## src/rtl/div_seq_ctrl.sv

```systemverilog
// Sequencer between the EX stage and the iterative divider: accepts one DIV/DIVU at a time,
// launches the divider, holds the result for writeback, and handles divide-by-zero, flush and a done watchdog.
module div_seq_ctrl #(
   parameter int DATA_W  = 32,
   parameter int TAG_W   = 5,
   parameter int TIMEOUT = 40,
   localparam int CNT_W  = $clog2(TIMEOUT + 1)
) (
   input  logic              cpu_clk,
   input  logic              cpu_rstn,
   input  logic              req_valid,
   output logic              req_ready,
   input  logic              req_signed,
   input  logic [DATA_W-1:0] req_dividend,
   input  logic [DATA_W-1:0] req_divisor,
   input  logic [TAG_W-1:0]  req_tag,
   input  logic              flush,
   output logic              resp_valid,
   input  logic              resp_ready,
   output logic [DATA_W-1:0] resp_quot,
   output logic [DATA_W-1:0] resp_rem,
   output logic [TAG_W-1:0]  resp_tag,
   output logic              busy,
   output logic              err_timeout,
   output logic              div_start,
   output logic              div_signed,
   output logic [DATA_W-1:0] div_dividend,
   output logic [DATA_W-1:0] div_divisor,
   input  logic              div_done,
   input  logic [DATA_W-1:0] div_quot,
   input  logic [DATA_W-1:0] div_rem
);

   typedef enum logic [2:0] {
      ST_IDLE   = 3'd0,
      ST_LAUNCH = 3'd1,
      ST_WAIT   = 3'd2,
      ST_DRAIN  = 3'd3,
      ST_RESP   = 3'd4
   } state_t;

   state_t              state_q, state_d;
   logic [DATA_W-1:0]   dividend_q, dividend_d;
   logic [DATA_W-1:0]   divisor_q, divisor_d;
   logic                signed_q, signed_d;
   logic [TAG_W-1:0]    tag_q, tag_d;
   logic [DATA_W-1:0]   quot_q, quot_d;
   logic [DATA_W-1:0]   rem_q, rem_d;
   logic [CNT_W-1:0]    cnt_q, cnt_d;
   logic                err_q, err_d;
   logic                ready_q, ready_d;
   logic                busy_q, busy_d;
   logic                rvalid_q, rvalid_d;
   logic                wdog_hit_s;

   assign wdog_hit_s = (cnt_q == CNT_W'(TIMEOUT));

   // Next-state, operand/result capture and watchdog logic
   always_comb begin
      state_d    = state_q;
      dividend_d = dividend_q;
      divisor_d  = divisor_q;
      signed_d   = signed_q;
      tag_d      = tag_q;
      quot_d     = quot_q;
      rem_d      = rem_q;
      cnt_d      = cnt_q;
      err_d      = err_q;
      case (state_q)
         ST_IDLE: begin
            if (req_valid && !flush) begin
               dividend_d = req_dividend;
               divisor_d  = req_divisor;
               signed_d   = req_signed;
               tag_d      = req_tag;
               // Divide-by-zero never reaches the divider; result is architecturally fixed
               if (req_divisor == {DATA_W{1'b0}}) begin
                  quot_d  = {DATA_W{1'b1}};
                  rem_d   = req_dividend;
                  state_d = ST_RESP;
               end else begin
                  state_d = ST_LAUNCH;
               end
            end else begin
               state_d = ST_IDLE;
            end
         end
         ST_LAUNCH: begin
            if (flush) begin
               state_d = ST_IDLE;
            end else begin
               cnt_d   = {CNT_W{1'b0}};
               state_d = ST_WAIT;
            end
         end
         ST_WAIT: begin
            if (div_done) begin
               if (flush) begin
                  state_d = ST_IDLE;
               end else begin
                  quot_d  = div_quot;
                  rem_d   = div_rem;
                  state_d = ST_RESP;
               end
            end else if (flush) begin
               cnt_d   = cnt_q + CNT_W'(1);
               state_d = ST_DRAIN;
            end else if (wdog_hit_s) begin
               err_d   = 1'b1;
               state_d = ST_IDLE;
            end else begin
               cnt_d = cnt_q + CNT_W'(1);
            end
         end
         ST_DRAIN: begin
            // The divider cannot be aborted, so its late completion is swallowed here
            if (div_done) begin
               state_d = ST_IDLE;
            end else if (wdog_hit_s) begin
               err_d   = 1'b1;
               state_d = ST_IDLE;
            end else begin
               cnt_d = cnt_q + CNT_W'(1);
            end
         end
         ST_RESP: begin
            if (flush || resp_ready) begin
               state_d = ST_IDLE;
            end else begin
               state_d = ST_RESP;
            end
         end
         default: begin
            state_d = ST_IDLE;
         end
      endcase
   end

   // Status outputs are registered from the next state so they line up with state_q
   always_comb begin
      ready_d  = (state_d == ST_IDLE);
      busy_d   = (state_d != ST_IDLE);
      rvalid_d = (state_d == ST_RESP);
   end

   // State, datapath and status registers
   always_ff @(posedge cpu_clk or negedge cpu_rstn) begin
      if (!cpu_rstn) begin
         state_q    <= ST_IDLE;
         dividend_q <= {DATA_W{1'b0}};
         divisor_q  <= {DATA_W{1'b0}};
         signed_q   <= 1'b0;
         tag_q      <= {TAG_W{1'b0}};
         quot_q     <= {DATA_W{1'b0}};
         rem_q      <= {DATA_W{1'b0}};
         cnt_q      <= {CNT_W{1'b0}};
         err_q      <= 1'b0;
         ready_q    <= 1'b1;
         busy_q     <= 1'b0;
         rvalid_q   <= 1'b0;
      end else begin
         state_q    <= state_d;
         dividend_q <= dividend_d;
         divisor_q  <= divisor_d;
         signed_q   <= signed_d;
         tag_q      <= tag_d;
         quot_q     <= quot_d;
         rem_q      <= rem_d;
         cnt_q      <= cnt_d;
         err_q      <= err_d;
         ready_q    <= ready_d;
         busy_q     <= busy_d;
         rvalid_q   <= rvalid_d;
      end
   end

   // A flush in the launch cycle must keep the divider from ever starting
   assign div_start    = (state_q == ST_LAUNCH) && !flush;
   assign req_ready    = ready_q;
   assign busy         = busy_q;
   assign resp_valid   = rvalid_q;
   assign resp_quot    = quot_q;
   assign resp_rem     = rem_q;
   assign resp_tag     = tag_q;
   assign err_timeout  = err_q;
   assign div_signed   = signed_q;
   assign div_dividend = dividend_q;
   assign div_divisor  = divisor_q;

endmodule

```

## config.mk

```make
export PLATFORM = sky130hd
export DESIGN_NAME = div_seq_ctrl
export DESIGN_NICKNAME = d
export VERILOG_FILES = /design/src/rtl/div_seq_ctrl.sv
export SDC_FILE = /design/constraint.sdc
export NUM_CORES = 1
export LEC_CHECK = 0
export ABC_AREA = 1
export CORE_MARGIN = 4
export CORE_UTILIZATION = 43
export CTS_CLUSTER_DIAMETER = 80
export DETAILED_ROUTE_END_ITERATION = 16
export PLACE_DENSITY_LB_ADDON = 0.15
export SLEW_MARGIN = 20
export SYNTH_ARGS = -nofsm -noshare
export SYNTH_HDL_FRONTEND = slang
export SYNTH_SLANG_ARGS = --single-unit
```

## constraint.sdc

```tcl
create_clock -name cpu_clk -period 2.2 [get_ports cpu_clk]
set_clock_uncertainty 0.2 [all_clocks]
set_input_delay 0.33 -clock cpu_clk [delete_from_list [all_inputs] [get_ports cpu_clk]]
set_output_delay 0.33 -clock cpu_clk [all_outputs]
set_load 0.1 [all_outputs]
```

; ---- After elaboration in Yosys (flattened, before gate mapping)
; Cells that the tools add are included.
[classes]
n_addsub = 1
eq_ne = 13
n_mux = 31
reduce_logical = 15
[op_table]
columns = op, n
row1 = two-way mux 32 bit, 8
row2 = case mux 32 bit (2 select lines), 2
row3 = zero test 32 bit, 1
row4 = two-way mux 6 bit, 5
row5 = two-way mux 3 bit, 8
row6 = case mux 6 bit (3 select lines), 1
row7 = case mux 3 bit (5 select lines), 1
row8 = "inequality test 2 bit, second input constant", 7
row9 = AND reduction 4 bit, 2
row10 = "adder 6 x 1 -> 6 bit, second input constant", 1
row11 = "equality test 3 x 2 -> 1 bit, second input constant", 2
row12 = "equality test 3 bit, second input constant", 2
row13 = "equality test 6 bit, second input constant", 1
row14 = zero test 3 bit, 2
row15 = nonzero test 3 bit, 2
row16 = AND reduction 5 bit, 1
row17 = two-way mux 1 bit, 4
row18 = nonzero test 2 bit, 2
row19 = "equality test 3 x 1 -> 1 bit, second input constant", 1
row20 = logical AND 1 bit, 2
row21 = two-way mux 2 bit, 1
row22 = case mux 1 bit (2 select lines), 1
row23 = AND reduction 2 bit, 1
row24 = zero test 1 bit, 1
row25 = logical OR 1 bit, 1
[word_totals]
register_bits = 147
input_bits = 140
out_inout_bits = 139
wordCells = 72

; ---- Longest topological paths before layout
; Gate-level depths: netlist of the first run.
[logic_depth]
word_depth = 6
mapped_depth = 10
depth_no_buf = 10

; ---- Worst setup path before layout of the first run
; OpenSTA, ideal clock, no wires.
[synth_path]
kind = register -> output
start = register state_q[1]
end = output div_start
t_arrival_ns = 1.248
t_required_ns = 1.670
slack_ns = 0.422
stages_incl_launch_ff = 4
path_buffers = 0
path_cell_list = dfrtp_1 nor2_1 nand2_1 inv_1
[synth_via]
elab_chain_cells = 2
[synth_rtl]
columns = element, line
row1 = from (decl), 42  ; state_t state_q, state_d;
row2 = from (signal assigned), 162  ; state_q <= state_d;
row3 = equality test 3 x 1 -> 1 bit, 178  ; assign div_start = (state_q == ST_LAUNCH) && !flush;
row4 = logical AND 1 bit, 178
row5 = to (decl), 25  ; output logic div_start,
; Every way passes these cells.

; ---- Worst setup path in the final report of the first run
; Ends and elaborated chain as after synthesis.

==> results.md, run 1 <==
- Run status: finished, final reports clean
- Worst slew pin tran: 0.580 ns
- Post-synth top area cell: dfrtp_1
- I/O Pins: 279
- # rows: 44
- Vias per cell: approximately 4.8
- Critical path required time: approximately 1.7 ns
- CP Launch Type: flip-flop
- Height of the die: 132 um
- Number of synthesized flops with an enable pin: 0
- Most frequent cell after synthesis: nand2_1
- Fillcell total: 1,234
- Cell variety after synth: 29
- CTS tree: built
- Crit-path max FO: 4
- Async SR Flop Fraction: 1.00
- Grt total ovfl: 0
- DRC: 0
- Relative slew slack: 0.613
- Worst hold path class: in2async
- First-pass GRT wire length: 31.3 mm
- Register Area: 3680 um2
- Largest net degree at the start of global routing: 60
- Synth Warn #: 0
- Synth Register Bits: roughly 150
- I/O Buffers: approximately 280
- Max Freq: a little over 0.5 GHz
- Core Region: between 10,000 and 15,000 um2
- Setup TNS Final: 0 ns
- Post-Syn Nets: 948
- RSZ-0062 raised after global routing: false
- Setup Buffers After CTS: 0
- CTS hold repair buffers: 1
- Setup Crit Path Kind: reg2out
- Cell count after synthesis: ~800
- Synthesis-to-layout area growth: 51.2%
- Slew Viols, Final: 0
- Initial antenna violation count: 0
- Clk root buf: clkbuf_16
- CTS resizes: 0
- N_diodes: 0
- Layout net count: 1,225
- Sequential share of the synthesized area: 0.558
- Vias: 6,171
- Area of the multi-input gates: around 2500 um2
- Initial core utilization: 0.447
- Clock transition at the registers of the reported paths: around 0.06 ns
- Global-route usage over all layers: 0.222
- Post-DRT Antenna Nets: 0
- WL final: 19.3 mm
- Cell Area, Synth: 6590 um2
- Mean post-synth cell area: approximately 8.2 um2
- Synth top cells by count: nand2_1 (330), dfrtp_1 (146), nand3_1 (72)
- Wire per inst: 15.0 um
- Number of max-cap violations: 0
- Vias in the first global route: between 6,000 and 7,000
- Worst-Skew Late Latency: 0.41 ns
- Critical Path AT: roughly 1.4 ns
- Most area-consuming cells after synthesis: dfrtp_1 (55%), nand2_1 (19%), nand3_1 (5.5%)
- DR pass1 iterations: 5
- Top-area cell type share of the netlist area: 0.554
- Min cycle time layout: 1.95 ns
- Final hold violations: 0
- CTS buffer count: 17
- # clock sinks: roughly 150
- Worst Setup End Kind: output port
- DR iter-0 viols: 309
- Top_reg_cell synth: dfrtp_1
- Fin crit share: 0.886
- DP HPWL: 14.1 mm
- Final GP Congestion: 0.798
- Clock buffer depth: 2
- Die Wd: 132 um
- Die area: 17,400 um2
- Htree depth: 4
- Share of cells above drive strength 1: 0.204
- Final count of negative-setup-slack endpoints: 0
[area by class of cell]
| class | instances | share of cell area |
|---|---|---|
| Timing Repair Buffer | 303 | 0.276 |
| Multi-Input combinational cell | 560 | 0.247 |
| Clock buffer | 19 | 0.0435 |
| Sequential cell | 147 | 0.369 |
| Inverter | 54 | 0.0203 |
| Clock inverter | 13 | 0.0210 |
| Tap cell | 184 | 0.0231 |
[layer usage]
layer / vias up / track usage / wire length [um]
met4: 0 / 0.0712 / 359
met3: 25 / 0.0737 / 1430
met2: 208 / 0.363 / 9160
met1: 2869 / 0.280 / 8310
met5: - / 0 / 0
li1: 3069 / - / -
[cell usage in the layout (no fill, tap or decap), types with 10 or more instances in the layout]
| cell | instances |
|---|---|
| buf_12 | 10 |
| buf_4 | 153 |
| clkbuf_16 | 17 |
| clkdlybuf4s50_1 | 138 |
| dfrtp_1 | 146 |
| inv_1 | 49 |
| nand2_1 | 330 |
| nand3_1 | 72 |
| nor2_1 | 32 |
| o21ai_0 | 38 |
| o21ai_1 | 32 |
| or2_1 | 12 |
| or2_2 | 17 |
[state kept, by name, summed over array words and instances, names as in the netlist]
register / cells
div_dividend: 32
div_divisor: 32
resp_quot: 32
resp_rem: 32
cnt_q: 6
resp_tag: 5
state_q: 3
busy: 1
div_signed: 1
err_timeout: 1
req_ready: 1
resp_valid: 1
[worst paths after layout]
check | from | to | slack (ns) | depth (start not counted)
worst max-delay path | state_q[1] | div_start | 0.25 | 4
worst min-delay path | cpu_rstn | div_dividend[15] | 0.25 | 2
worst max register to register | state_q[2] | cnt_q[0] | 0.42 | 7
worst min register to register | div_divisor[29] | div_divisor[29] | 0.27 | 2
max in group asynchronous | cpu_rstn | div_divisor[11] | 0.90 | 3
min in group cpu_clk | req_tag[3] | resp_tag[3] | 0.25 | 3
[worst max-delay path, cell delays in order (launching register included)]
cell	delay, ns
dfrtp_1	0.40
nor2_1	0.18
nand2_1	0.13
inv_1	0.12
buf_12	0.18
[cell families after synthesis]
logic type,after synthesis,synth area share
compound gates,78,0.0606
xor+xnor,3,0.00399
simple gates,477,0.304
fa+ha+maj,2,0.00380
flops,147,0.558
buf+inv,99,0.0689
[stage by stage]
stage / utilization / setup slack [ns] / instances / area, um2 / hold slack (ns)
final: 0.675 / 0.251 / 1280 / 9960 / 0.251
after global routing: 0.675 / 0.121 / 1280 / 9960 / 0.234
after CTS: 0.675 / 0.226 / 1280 / 9960 / 0.232
after detailed placement: 0.631 / 0.000919 / 1247 / 9310 / 0.146
after global placement: 0.631 / 0.0166 / 1247 / 9310 / 0.148
after floorplan: - / 0.422 / 806 / 6590 / -0.166
Power of run 1 is left out: the tool's default activity adds up to more than one toggle a clock period on the data nets, which glitch-free logic cannot reach.
==> inputs of run 2 (changes only) <==
--- a/config.mk
+++ b/config.mk
@@ -10,7 +10,7 @@
 export CORE_UTILIZATION = 43
 export CTS_CLUSTER_DIAMETER = 80
 export DETAILED_ROUTE_END_ITERATION = 16
-export PLACE_DENSITY_LB_ADDON = 0.15
+export PLACE_DENSITY = 0.85
 export SLEW_MARGIN = 20
 export SYNTH_ARGS = -nofsm -noshare
 export SYNTH_HDL_FRONTEND = slang
==> results.md, run 2 (same netlist as run 1, synthesis figures left out) <==
- Critical Path AT: 1.43 ns
- Grt total ovfl: 0
- Max Freq: just over 0.5 GHz
- Setup Buffers After CTS: 0
- Pre-CTS setup slack: -0.0387 ns
- Die Wd: 132 um
- Height of the die: 132 um
- Worst slew pin tran: 0.436 ns
- CTS tree: built
- Worst hold path class: in2async
- Commonest non-fill, non-tap cell in the layout: nand2_1
- Worst Setup End Kind: output port
- Core Region: 14,800 um2
- Run status: finished, final reports clean
- Crit-path max FO: 4
- I/O Buffers: roughly 280
- Placed cell area: around 9300 um2
- Slowest stage cell on the critical path: clkdlybuf4s50_1
- N_diodes: 0
- Setup Crit Path Kind: in2out
- Htree depth: 4
- Worst-Skew Late Latency: 0.41 ns
- DRC: 0
- DR iter-0 viols: between 300 and 400
- Global-route usage over all layers: 0.226
- CTS buffer count: 17
- First-pass GRT wire length: 31.6 mm
- CP Launch Type: input pin
- Synthesis-to-layout area growth: 49.8%
- # rows: 44
- Slew Viols, Final: 0
- Min cycle time layout: 1.96 ns
- Clock transition at the registers of the reported paths: approximately 0.060 ns
- Initial core utilization: 0.447
- Wire per inst: 15.3 um
- Clock buffer depth: 2
- RSZ-0062 raised after global routing: false
- Largest net degree at the start of global routing: 56
- Relative slew slack: 0.709
- Cell Chain, Critical Path: clkdlybuf4s50_1, nor2_1, nand2_1, inv_1, buf_12
- Number of max-cap violations: 0
- Setup TNS Final: 0 ns
- Vias per cell: 4.86
- Vias in the first global route: a little over 6,000
- Most frequent cells in the layout: nand2_1 (330), buf_4 (149), dfrtp_1 (146)
- Fin crit share: 0.889
- Clk root buf: clkbuf_16
- Hold slack: between 0.15 and 0.2 ns
- Share of cells above drive strength 1: 0.200
- Final GP Congestion: 0.843
- Setup WS post-layout: 0.244 ns
- Post-DRT Antenna Nets: 0
- Layout net count: 1,222
- # clock sinks: ~150
- Vias: around 6,200
- WL final: 19.5 mm
- Critical path required time: 1.67 ns
- Initial antenna violation count: 0
- Die area: between 15,000 and 20,000 um2
- CP peak stage delay: 0.48 ns
- Finished Cell Area: between 9000 and 10,000 um2
- DR pass1 iterations: 5
- Final hold violations: 0
- DP HPWL: approximately 15 mm
- I/O Pins: 279
- Final count of negative-setup-slack endpoints: 0
## run 2: metrics by stage
stage,instances,util
finish,1277,0.669
global route,1277,0.669
CTS,1277,0.669
detailed placement,1244,0.630
global placement,1244,0.630
floorplan,806,-
## run 2: metal layers
layer / GRT usage / vias to the layer above / part of all wire
met5: 0 / - / 0
met4: 0.0683 / 0 / 0.017
met1: 0.269 / 2890 / 0.40
met3: 0.0721 / 20 / 0.077
li1: - / 3065 / -
met2: 0.392 / 228 / 0.51
## run 2: path summary, 6_finish.rpt
path / start / end / slack (ns) / cells after the start
max: flush / div_start / 0.24 / 5
min: cpu_rstn / div_divisor[0] / 0.19 / 2
max reg2reg: state_q[2] / cnt_q[4] / 0.41 / 7
min reg2reg: div_divisor[22] / div_divisor[22] / 0.27 / 2
max in group asynchronous: cpu_rstn / resp_quot[12] / 1.00 / 3
min in group cpu_clk: req_tag[2] / resp_tag[2] / 0.25 / 3
## run 2: cell type report
cell class | count | area [um2]
repair buffers | 300 | 2740
flip-flops and latches | 147 | 3680
inverters | 54 | 203
fillers | 1214 | 4880
well taps | 184 | 230
clock buffers | 24 | 482
clock inverters | 8 | 77.6
multi-input cells | 560 | 2460
## run 2: critical path: cells and delay by family
family,cells,cell delay (ns)
and+or+nand+nor,2,0.31
buffers and inverters,3,0.78
## run 2: repair_timing
| action | in CTS | in global routing |
|---|---|---|
| gates resized for setup | 0 | 0 |
| hold buffers | 1 | 0 |
| hold endpoints to repair | 76 | 0 |
Power of run 2 is left out for the same reason.
==> patch 1, RTL diff (settings of run 1) <==
Add an input register stage for `req_divisor`; this delays it by one clock. The other inputs are not delayed to match.
--- a/src/rtl/div_seq_ctrl.sv
+++ b/src/rtl/div_seq_ctrl.sv
@@ -40,4 +40,10 @@
    } state_t;
 
+   logic [DATA_W-1:0] req_divisor_q;
+
+   always_ff @(posedge cpu_clk) begin
+      req_divisor_q <= req_divisor;
+   end
+
    state_t              state_q, state_d;
    logic [DATA_W-1:0]   dividend_q, dividend_d;
@@ -71,9 +77,9 @@
             if (req_valid && !flush) begin
                dividend_d = req_dividend;
-               divisor_d  = req_divisor;
+               divisor_d  = req_divisor_q;
                signed_d   = req_signed;
                tag_d      = req_tag;
                // Divide-by-zero never reaches the divider; result is architecturally fixed
-               if (req_divisor == {DATA_W{1'b0}}) begin
+               if (req_divisor_q == {DATA_W{1'b0}}) begin
                   quot_d  = {DATA_W{1'b1}};
                   rem_d   = req_dividend;
Check against the original RTL: not equivalent (a bounded check fails within 4 cycles, from zero or initial values and one cycle with cpu_rstn low).
==> patch 1 against run 1 <==
Synthesized area up 11%. Via count up 2.1%. Setup slack worse by 110 ps. Sequential cell count up 32. First-iteration DRC count down 9.7%. Design area up 7.2%. Fmax down 5.6%. Wire length up 5.6%. Non-clock buffer count down 3. Global-route usage down 0.86 points. Critical path type unchanged. Largest cell class unchanged.
Power is not shown: default switching activity piles up to over one toggle a cycle in this logic, so the estimate is an artifact.
==> patch 1: results (changes against run 1) <==
| Metric | Value |
|---|---|
| Status | finished clean |
| Crit start category | flop |
| Post-synth ARST share | 0.8212 (-0.1788) |
| Reg2Reg Depth | 10 (+3) |
| Synth unique cells | 29 (unchanged) |
| Most frequent cells after synthesis | nand2_1, dfrtp_1, nand3_1 |
| TritonRoute pass-1 iters | 6 (+1) |
| CP peak stage delay | 430 ps (+30 ps) |
| RR Endpoint | cnt_q[0] |
| Post-Syn Nets | 989 (+4.3%) |
| Post-CTS sizing | 0 (unchanged) |
| Root buffer cell | clkbuf_16 |
| Number of global-route vias before repair | 6,241 (+3.7%) |
| Skew-Pair Late Insertion Delay | 430 ps (+20 ps) |
| Initial antenna violation count | 0 (unchanged) |
| Flop-to-flop setup slack | 280 ps (-140 ps) |
| Number of diodes | 0 (unchanged) |
| Worst slew pin tran | 429.3 ps (-150.9 ps) |
| NumNets Final | 1,263 (+3.1%) |
| WL/cell | 15.02 µm (-0.15%) |
| Clock transition at path regs | ~70 ps |
| First-pass GRT wire length | 33,020 µm (+5.6%) |
| Final worst path period need | 2064 ps (+114.8 ps) |
| Final Setup Violations | 0 (unchanged) |
| Max FO, Critical Path | 4 (unchanged) |
| IO Port Bufs | 278 (unchanged) |
| Synth area leaders | dfrtp_1, nand2_1, dfxtp_1 |
| Min-delay src | req_divisor[15] |
| Post-Syn Area per Cell | 8.605 µm² (+5.2%) |
| Share of layout cells above drive strength 1 | 0.2108 (+0.006379) |
| Total CTS buffers | 17 (unchanged) |
| Warnings, synthesis | 0 (unchanged) |
| Largest net degree at the start of global routing | 65 (+8.3%) |
| Post-synthesis sequential area ratio | 0.5928 (+0.03451) |
| DP HPWL | 14,590 µm (+3.5%) |
| Crit path launch | state_q[2] |
| Dpl ws | 123.0 ps (+122.1 ps) |
| Min-Delay Path Class | input port to flop |
| Drt via density | 4.655 (-3.4%) |
| Cell family with most CP delay | flip-flops |
| R2R Path Start | state_q[1] |
| Initial DRC Count | 279 (-9.7%) |
| Gr usage total | 0.2133 (-0.008607) |
| H-tree depth | 4 (unchanged) |
| Routed WL | 20,340 µm (+5.6%) |
| Clk buf depth | 2 (unchanged) |
| Setup crit end | div_start |
| Gpl congestion | 0.8358 (+4.7%) |
| Slowest cell on the critical path | dfrtp_1 |
patch 1: cell count changes in the layout (fill, tap and decap cells not counted), sizes merged, moves of 3 or more:
cell	change
a21oi	-3
buf	-3
bufinv	-4
dfxtp	+32
inv	+5
nand2	+10
nand3	+7
xor2	-3
patch 1: cell families after synthesis:
group | synth area share
DFF | 0.5928
AOI/OAI and AO/OA | 0.05322
and+or+nand+nor | 0.2865
buffers and inverters | 0.06403
adders and majority gates | 0.003433
patch 1: area by class of cell:
cell class                 instances  area [µm²]
inverter                          52       196.4
sequential                       179        4320
tap                              220       275.3
clock inverter                    13       136.4
multi-input combinational        571        2521
fill                            1438        5904
timing repair buffer             300        2754
clock buffer                      19       475.5
patch 1: stage by stage:
| stage | area [µm²] | hold slack, ps |
|---|---|---|
| after global placement | 10060 | 80.74 |
| final | 10680 | 134.5 |
| after global routing | 10680 | 109.4 |
| after detailed placement | 10060 | 76.05 |
| after CTS | 10680 | 115.8 |
| after floorplan | 7300 | -165.6 |
patch 1: repair_timing:
item,in CTS,in global routing
endpoints found under the hold margin,40,0
buffers inserted,0,0
hold buffers,1,0
patch 1: worst min path at each step:
| stage | depth (start not counted) | slack, ps | endpoint |
|---|---|---|---|
| after floorplan | 0 | -170 | busy |
| after global placement | 1 | 80 | resp_quot[11] |
| after detailed placement | 1 | 80 | resp_quot[11] |
| after CTS | 1 | 120 | req_divisor_q[0] |
| after global routing | 1 | 110 | req_divisor_q[0] |
| final | 1 | 130 | req_divisor_q[15] |
patch 1: routing by layer:
layer	vias to the layer above	track usage	part of all wire
li1	3190	-	-
met1	2876	0.2669	0.43
met2	209	0.3435	0.47
met3	28	0.08184	0.083
met4	0	0.06864	0.018
met5	-	0	0
==> patch 2, RTL diff (settings of run 1) <==
Without the edit above. `TIMEOUT`: 40 -> 20.
--- a/src/rtl/div_seq_ctrl.sv
+++ b/src/rtl/div_seq_ctrl.sv
@@ -4,5 +4,5 @@
    parameter int DATA_W  = 32,
    parameter int TAG_W   = 5,
-   parameter int TIMEOUT = 40,
+   parameter int TIMEOUT = 20,
    localparam int CNT_W  = $clog2(TIMEOUT + 1)
 ) (
Check against the original RTL: same outputs for any inputs over 4 cycles, from zero or initial values and one cycle with cpu_rstn low; that may be too few to reach the edited logic, so the function may still have changed.
==> patch 2 against run 1 <==
Wire length grew 1.2%. Critical path type is now input port to output port. Largest cell class unchanged. Setup slack lost 19 ps. Synthesized area shrank 1.3%. Sequential cell count decreased by 1. Design area decreased by 0.72%.
Power is left out: the tool's default activity adds up to more than one toggle a clock period on the data nets, which glitch-free logic cannot reach.
==> patch 2: results (changes against run 1) <==
| Metric | Value |
|---|---|
| Worst Setup Slack, final | 232.1 ps (-18.65 ps) |
| Complex-gate fraction of the synthesized area | 0.05926 (-0.001289) |
| First-pass GRT wire length | 30,070 µm (-3.8%) |
| Drt via density | 4.766 (-1.1%) |
| Synth unique cells | 28 (-3.4%) |
| Worst path arrival time | 1440 ps (+20 ps) |
| TritonRoute pass-1 iters | 4 (-1) |
| CP peak stage delay | 440 ps (+40 ps) |
| Reg2Reg Depth | 6 (-1) |
| Dpl ws | 25.65 ps (+24.73 ps) |
| Number of global-route vias before repair | 5,709 (-5.2%) |
| RR Endpoint | cnt_q[1] |
| R2R Path Start | state_q[1] |
| DP HPWL | 14,390 µm (+2.1%) |
| Gpl congestion | 0.8109 (+1.6%) |
| Post-placement cell area | 0.009261 mm² (-0.54%) |
| Non-clk bufs | 301 (-0.66%) |
| Max FO, Critical Path | 2 (-2) |
| Post-synthesis xor/xnor area fraction | 0 (-0.003986) |
| Most frequent cells after synthesis | nand2_1, dfrtp_1, nand3_1 |
| Inverters | 47 (-13%) |
| Final non-clock buffer share | 0.2779 (+0.001738) |
| Met2 wire length | 9270 µm (+1.2%) |
| Synth area leaders | dfrtp_1, nand2_1, nand3_1 |
| Metal3 WL | 1723 µm (+21%) |
| Register bit total from synthesis | 146 (-0.68%) |
| Post-synthesis sequential area ratio | 0.5621 (+0.003779) |
| Gr usage total | 0.2252 (+0.003275) |
| DR vias | 6,067 (-1.7%) |
| Multi-In Gates | 563 (+0.54%) |
| Multi-input combinational area share | 0.2488 (+0.002157) |
| Largest net degree at the start of global routing | 67 (+12%) |
| Clock network area share | 0.06274 (-0.001686) |
| Fill cell count | 1,240 (+0.49%) |
| Status | finished clean |
| Crit path launch | flush |
| Sequential share of cell area | 0.3695 (about the same) |
| Adder-cell share of the synthesized area | 0.003848 (+0.00005187) |
| NumNets Final | 1,218 (-0.57%) |
| CLK BUF | 22 (+3) |
| Area added between synthesis and finish | 52.13% |
| Slowest cell on the critical path | clkdlybuf4s50_1 |
| Slew margin rel. | 0.6988 (+0.08557) |
==> patch 2: cell types whose count changed in the layout (fill, tap and decap cells not counted), moves of 6 or more <==
| cell | run 1 | this run |
|---|---|---|
| inv_1 | 49 | 43 |
| o21ai_1 | 32 | 13 |
| or2_1 | 12 | 6 |
| or2_2 | 17 | 23 |
| o21ai_0 | 38 | 57 |
| nand2_1 | 330 | 338 |
==> patch 2: per-layer routing <==
metal / track usage / up-vias
li1: - / 3058
met4: 0.07743 / 0
met5: 0 / -
met2: 0.3623 / 214
met1: 0.2865 / 2769
met3: 0.07398 / 26
==> patch 2: worst min path at each step <==
stage | startpoint | end | slack, ps | cells after the start
global route | cpu_rstn | resp_quot[31] | 210 | 2
global placement | cpu_rstn | div_divisor[24] | 60 | 1
finish | cpu_rstn | resp_quot[31] | 190 | 2
floorplan | cpu_rstn | busy | -170 | 0
detailed placement | cpu_rstn | resp_quot[31] | 60 | 1
CTS | cpu_rstn | resp_quot[31] | 180 | 2
